File: src/rtl/btn_ctrl.sv
// Push-button front end: per-button 2-FF sync + debounce, press-edge pulses,
// and an up/down auto-repeat FSM feeding the clock module's load interface.

module btn_db #(
    parameter int DEBOUNCE_CYC = 1_000_000
) (
    input  logic clk,
    input  logic rst_n,
    input  logic raw,
    output logic lvl
);
    localparam int DW = (DEBOUNCE_CYC > 1) ? $clog2(DEBOUNCE_CYC) : 1;
    localparam logic [DW-1:0] DB_MAX = DW'(DEBOUNCE_CYC - 1);

    logic          s1, s2;
    logic [DW-1:0] cnt;

    always_ff @(posedge clk) begin
        if (!rst_n) begin
            s1  <= 1'b0;
            s2  <= 1'b0;
            cnt <= '0;
            lvl <= 1'b0;
        end else begin
            s1 <= raw;
            s2 <= s1;
            if (s2 == lvl) begin
                cnt <= '0;
            end else if (cnt == DB_MAX) begin
                lvl <= s2;
                cnt <= '0;
            end else begin
                cnt <= cnt + 1'b1;
            end
        end
    end
endmodule

module btn_ctrl #(
    parameter int DEBOUNCE_CYC = 1_000_000,
    parameter int REPEAT_DLY   = 50_000_000,
    parameter int REPEAT_PER   = 10_000_000
) (
    input  logic       btn_ctrl_clk,
    input  logic       btn_ctrl_rst,
    input  logic       btn_ctrl_up,
    input  logic       btn_ctrl_down,
    input  logic       btn_ctrl_left,
    input  logic       btn_ctrl_right,
    input  logic       btn_ctrl_ctr,
    output logic [1:0] btn_ctrl_ud,
    output logic [1:0] btn_ctrl_lr,
    output logic       btn_ctrl_clr,
    output logic       btn_ctrl_held
);
    localparam int NUM_BTN = 5;
    localparam int B_UP = 4, B_DN = 3, B_LF = 2, B_RT = 1, B_CT = 0;
    localparam int TW = (REPEAT_DLY > 1) ? $clog2(REPEAT_DLY) : 1;
    localparam logic [TW-1:0] DLY_LD = TW'(REPEAT_DLY - 1);
    localparam logic [TW-1:0] PER_LD = TW'(REPEAT_PER - 1);

    typedef enum logic [1:0] {IDLE, DELAY, REPEAT} state_t;

    logic [NUM_BTN-1:0] raw, lvl, lvl_d, press;
    state_t             state;
    logic               dir;      // 1 = up held, 0 = down held
    logic [TW-1:0]      timer;
    logic               dir_lvl, opp_lvl;

    assign raw = {btn_ctrl_up, btn_ctrl_down, btn_ctrl_left, btn_ctrl_right, btn_ctrl_ctr};

    for (genvar i = 0; i < NUM_BTN; i++) begin : g_db
        btn_db #(.DEBOUNCE_CYC(DEBOUNCE_CYC)) u_db (
            .clk   (btn_ctrl_clk),
            .rst_n (btn_ctrl_rst),
            .raw   (raw[i]),
            .lvl   (lvl[i])
        );
    end

    assign press   = lvl & ~lvl_d;
    assign dir_lvl = dir ? lvl[B_UP] : lvl[B_DN];
    assign opp_lvl = dir ? lvl[B_DN] : lvl[B_UP];

    always_ff @(posedge btn_ctrl_clk) begin
        if (!btn_ctrl_rst) begin
            lvl_d         <= '0;
            state         <= IDLE;
            dir           <= 1'b0;
            timer         <= '0;
            btn_ctrl_ud   <= 2'b00;
            btn_ctrl_lr   <= 2'b00;
            btn_ctrl_clr  <= 1'b0;
            btn_ctrl_held <= 1'b0;
        end else begin
            lvl_d        <= lvl;
            // an edge while the opposite button is down is dropped, not deferred
            btn_ctrl_lr  <= {press[B_LF] & ~lvl[B_RT], press[B_RT] & ~lvl[B_LF]};
            btn_ctrl_clr <= press[B_CT];
            btn_ctrl_ud  <= 2'b00;
            case (state)
                IDLE: begin
                    btn_ctrl_held <= 1'b0;
                    if (press[B_UP] && !lvl[B_DN]) begin
                        btn_ctrl_ud <= 2'b10;
                        dir         <= 1'b1;
                        timer       <= DLY_LD;
                        state       <= DELAY;
                    end else if (press[B_DN] && !lvl[B_UP]) begin
                        btn_ctrl_ud <= 2'b01;
                        dir         <= 1'b0;
                        timer       <= DLY_LD;
                        state       <= DELAY;
                    end
                end
                DELAY, REPEAT: begin
                    // release/conflict wins over a timer expiring on the same clock
                    if (!dir_lvl || opp_lvl) begin
                        state         <= IDLE;
                        btn_ctrl_held <= 1'b0;
                    end else if (timer == '0) begin
                        btn_ctrl_ud   <= dir ? 2'b10 : 2'b01;
                        timer         <= PER_LD;
                        state         <= REPEAT;
                        btn_ctrl_held <= 1'b1;
                    end else begin
                        timer <= timer - 1'b1;
                    end
                end
                default: state <= IDLE;
            endcase
        end
    end
endmodule
File: config.mk
export PLATFORM = sky130hd
export DESIGN_NAME = btn_ctrl
export DESIGN_NICKNAME = d
export VERILOG_FILES = /design/src/rtl/btn_ctrl.sv
export SDC_FILE = /design/constraint.sdc
export NUM_CORES = 1
export LEC_CHECK = 0
export CORE_UTILIZATION = 55
export DETAILED_ROUTE_END_ITERATION = 6
export PLACE_DENSITY = 0.7
export SLEW_MARGIN = 20
export SYNTH_ARGS = -nofsm -noshare
export SYNTH_HDL_FRONTEND = slang
export SYNTH_SLANG_ARGS = --single-unit
File: constraint.sdc
create_clock -name btn_ctrl_clk -period 2.6 [get_ports btn_ctrl_clk]
set_input_delay 0.52 -clock btn_ctrl_clk [delete_from_list [all_inputs] [get_ports btn_ctrl_clk]]
set_output_delay 0.52 -clock btn_ctrl_clk [all_outputs]
set_load 0.1 [all_outputs]
==> run summary <==
Crit path required time - 2.95 ns
P per Cell Area - 738 nW/um^2
Total Power - 0.00574 W
Ys Warns - 0
Tmin final - 2.45 ns
Layout Cells excl Fill - 981
Peak supply drop - 0.561 mV
Fmax - 407 MHz
Hold/Removal Path Class - reg2reg
Fin crit share - 0.944
Worst Setup End Kind - flip-flop
DR iter-0 viols - 291
Final hold violation count - 0
Clk root buf - clkbuf_16
Ys flop type - dfxtp_1
Placed insts - 951
Worst slew pin tran - 0.781 ns
Global placer's final weighted congestion - 0.885
Synth Net Count - 802
Hold depth - 1
Number of synthesized flops with an enable pin - 0
Floorplan row count - 40
Initial antenna violation count - 0
Reg2reg setup slack - 0.15 ns
Post-cts resize count - 0
CP Class - reg2reg
Clk buf depth - 2
CTS Hold Buffers Added - 0
Syn Inst Count - 786
Post-CTS Setup Bufs - 0
Setup WS pre-CTS - 0.216 ns
MaxCap Viol Count - 0
Port Buffers - 12
Post-synthesis sequential area ratio - 0.449
Status - completed
Area grow syn2layout - 12.6%
Die W - 114 um
Core area - 12100 um^2
FF-to-FF Start - timer[8]
Setup TNS - 0 ns
Die height - 114 um
Clock sinks - 155
Clk_lat worst skew - 0.42 ns
Largest net degree at the start of global routing - 33
RSZ-0062 raised after global routing - false
Crit-path max FO - 11
Post-DP HPWL - 9320 um
Worst relative slew slack - 0.474
Number of routed nets with antenna violations - 0
Vias after detailed routing - 5465
Final WL - 13600 um
Hold_sp - lvl_d[1]
Final setup fails - 0
Drt wl/cell - 13.9 um
Synth Register Bits - 155
Layout Skew - 0.00723 ns
Vias in the first global route - 5280
Die footprint - 13000 um^2
Synth async-reset ratio - 0
Pre-antenna DRT Iters - 7
Total grt overflow - 0
Synth unique cells - 65
Clock-pin slew on the worst setup and hold paths - 0.06 ns
Starting Density - 0.570
Setup WS post-layout - 0.145 ns
Layout cell share with drive strength beyond 1 - 0.0824
TritonCTS clock tree - built
CTS H-tree lvls - 4
CP startpoint kind - flip-flop
Arrival @ worst endpoint - 2.81 ns
Leak - 2.66 nW
Worst Reg2Reg Path Length in Cells - 5
Critical R2R Capture - btn_ctrl_ud[0]
Hold EP - btn_ctrl_lr[0]
Post-Syn Area - 6900 um^2
First-pass GRT wire length - 23500 um
Filler Cells Inserted - 1016
Total CTS buffers - 17
Io pins - 13
Vias/cell - 5.57
Overall Global Routing Usage - 0.224
Syn avg cell area - 8.78 um^2
Fin. max-slew vios - 0
DRC - 0
Nets - 818
Diodes inserted - 0
cells by family (layout without fill, tap and decap cells):
| group | after synthesis | after routing | synth area share |
|---|---|---|---|
| xor+xnor | 96 | 96 | 0.122 |
| buf+inv | 52 | 79 | 0.0308 |
| flops | 155 | 155 | 0.449 |
| fa+ha+maj | 9 | 9 | 0.0163 |
| mux | 5 | 5 | 0.00725 |
| compound gates | 76 | 76 | 0.0796 |
| simple gates | 393 | 393 | 0.295 |
cell type report:
type / instances / area [um^2] / share of cell area
inverter: 26 / 97.6 / 0.0126
clock inverter: 7 / 88.8 / 0.0114
sequential: 155 / 3100 / 0.399
clock buffer: 23 / 498 / 0.0641
timing repair buffer: 23 / 188 / 0.0241
tap: 168 / 210 / 0.0270
multi-input combinational: 579 / 3590 / 0.462
worst max-delay path by stage:
stage,start,end,slack [ns],cells after the start
final,timer[8],btn_ctrl_ud[0],0.15,5
after global routing,state[1],timer[4],0.03,8
after CTS,timer[8],btn_ctrl_ud[0],0.22,5
after detailed placement,timer[8],btn_ctrl_ud[0],0.22,5
after global placement,timer[8],btn_ctrl_ud[0],0.21,5
after floorplan,timer[0],timer[22],0.60,7
stage by stage:
stage	utilization	hold slack [ns]	instance area (um^2)
6_report	0.642	0.394	7770
5_1_grt	0.642	0.403	7770
4_1_cts	0.642	0.396	7770
3_5_place_dp	0.593	0.377	7190
3_3_place_gp	0.593	0.374	7190
2_1_floorplan	-	0.367	6900
power by group:
| part | switching (W) | internal, W |
|---|---|---|
| Combinational | 0.000540 | 0.000284 |
| Clock | 0.000917 | 0.00152 |
| Sequential | 0.0000518 | 0.00242 |
state kept, by name (all words and copies together) (netlist names):
name,count
timer,26
lvl_d,5
btn_ctrl_lr,2
btn_ctrl_ud,2
state,2
dir,1
btn_ctrl_held,1
g_db.u_db.s2,5
g_db.u_db.lvl,5
g_db.u_db.s1,5
g_db.u_db.cnt,100
btn_ctrl_clr,1
synthesized netlist by cell type, drive strengths merged (3+ instances only):
library cell,number,area [um^2]
and2,18,113
nor2,141,529
mux2i,5,50.1
nor4b,6,58.8
nand2b,3,18.8
a31oi,6,37.5
o211ai,3,22.5
or2,3,18.8
o21ai,15,75.1
nand2,44,165
xnor2,47,412
ha,9,113
and4,10,87.6
nand3,49,245
a21oi,18,93.8
buf,13,66.3
o211a,3,30.0
dfxtp,155,3100
xor2,49,429
or3,11,70.1
a211oi,9,90.1
nor3b,5,37.5
clkbuf,13,48.8
nor2b,4,25.0
or4,6,48.8
nor3,22,110
inv,26,97.6
and3,17,108
o311ai,5,43.8
nand4,27,169
nor4,18,149
metal layers:
layer | GRT usage | part of all wire
met1 | 0.275 | 0.46
met5 | 0 | 0
met3 | 0.0489 | 0.044
met2 | 0.373 | 0.48
met4 | 0.106 | 0.018
critical path: stages, from the launching register on:
cell and delay [ns]:
dfxtp_1 0.41, nor4_4 0.50, and3b_1 0.38, nand3_1 0.47, or3_1 0.48, a21oi_1 0.14
layout by cell type, fill, tap and decap left out, types with 6 or more instances in the layout:
master / count
nor4_1: 15
clkbuf_16: 17
clkdlybuf4s50_1: 6
and3_1: 16
xor2_1: 49
a211oi_1: 6
nand4_1: 27
buf_4: 17
a31oi_1: 6
a21oi_1: 17
or3_1: 10
o21ai_0: 13
nor3_1: 22
and2_1: 17
and4_1: 10
nand3_1: 49
nand2_1: 44
ha_1: 9
nor2_1: 141
inv_1: 26
xnor2_1: 47
dfxtp_1: 155
No activity file was read; power rests on OpenSTA's default activity.
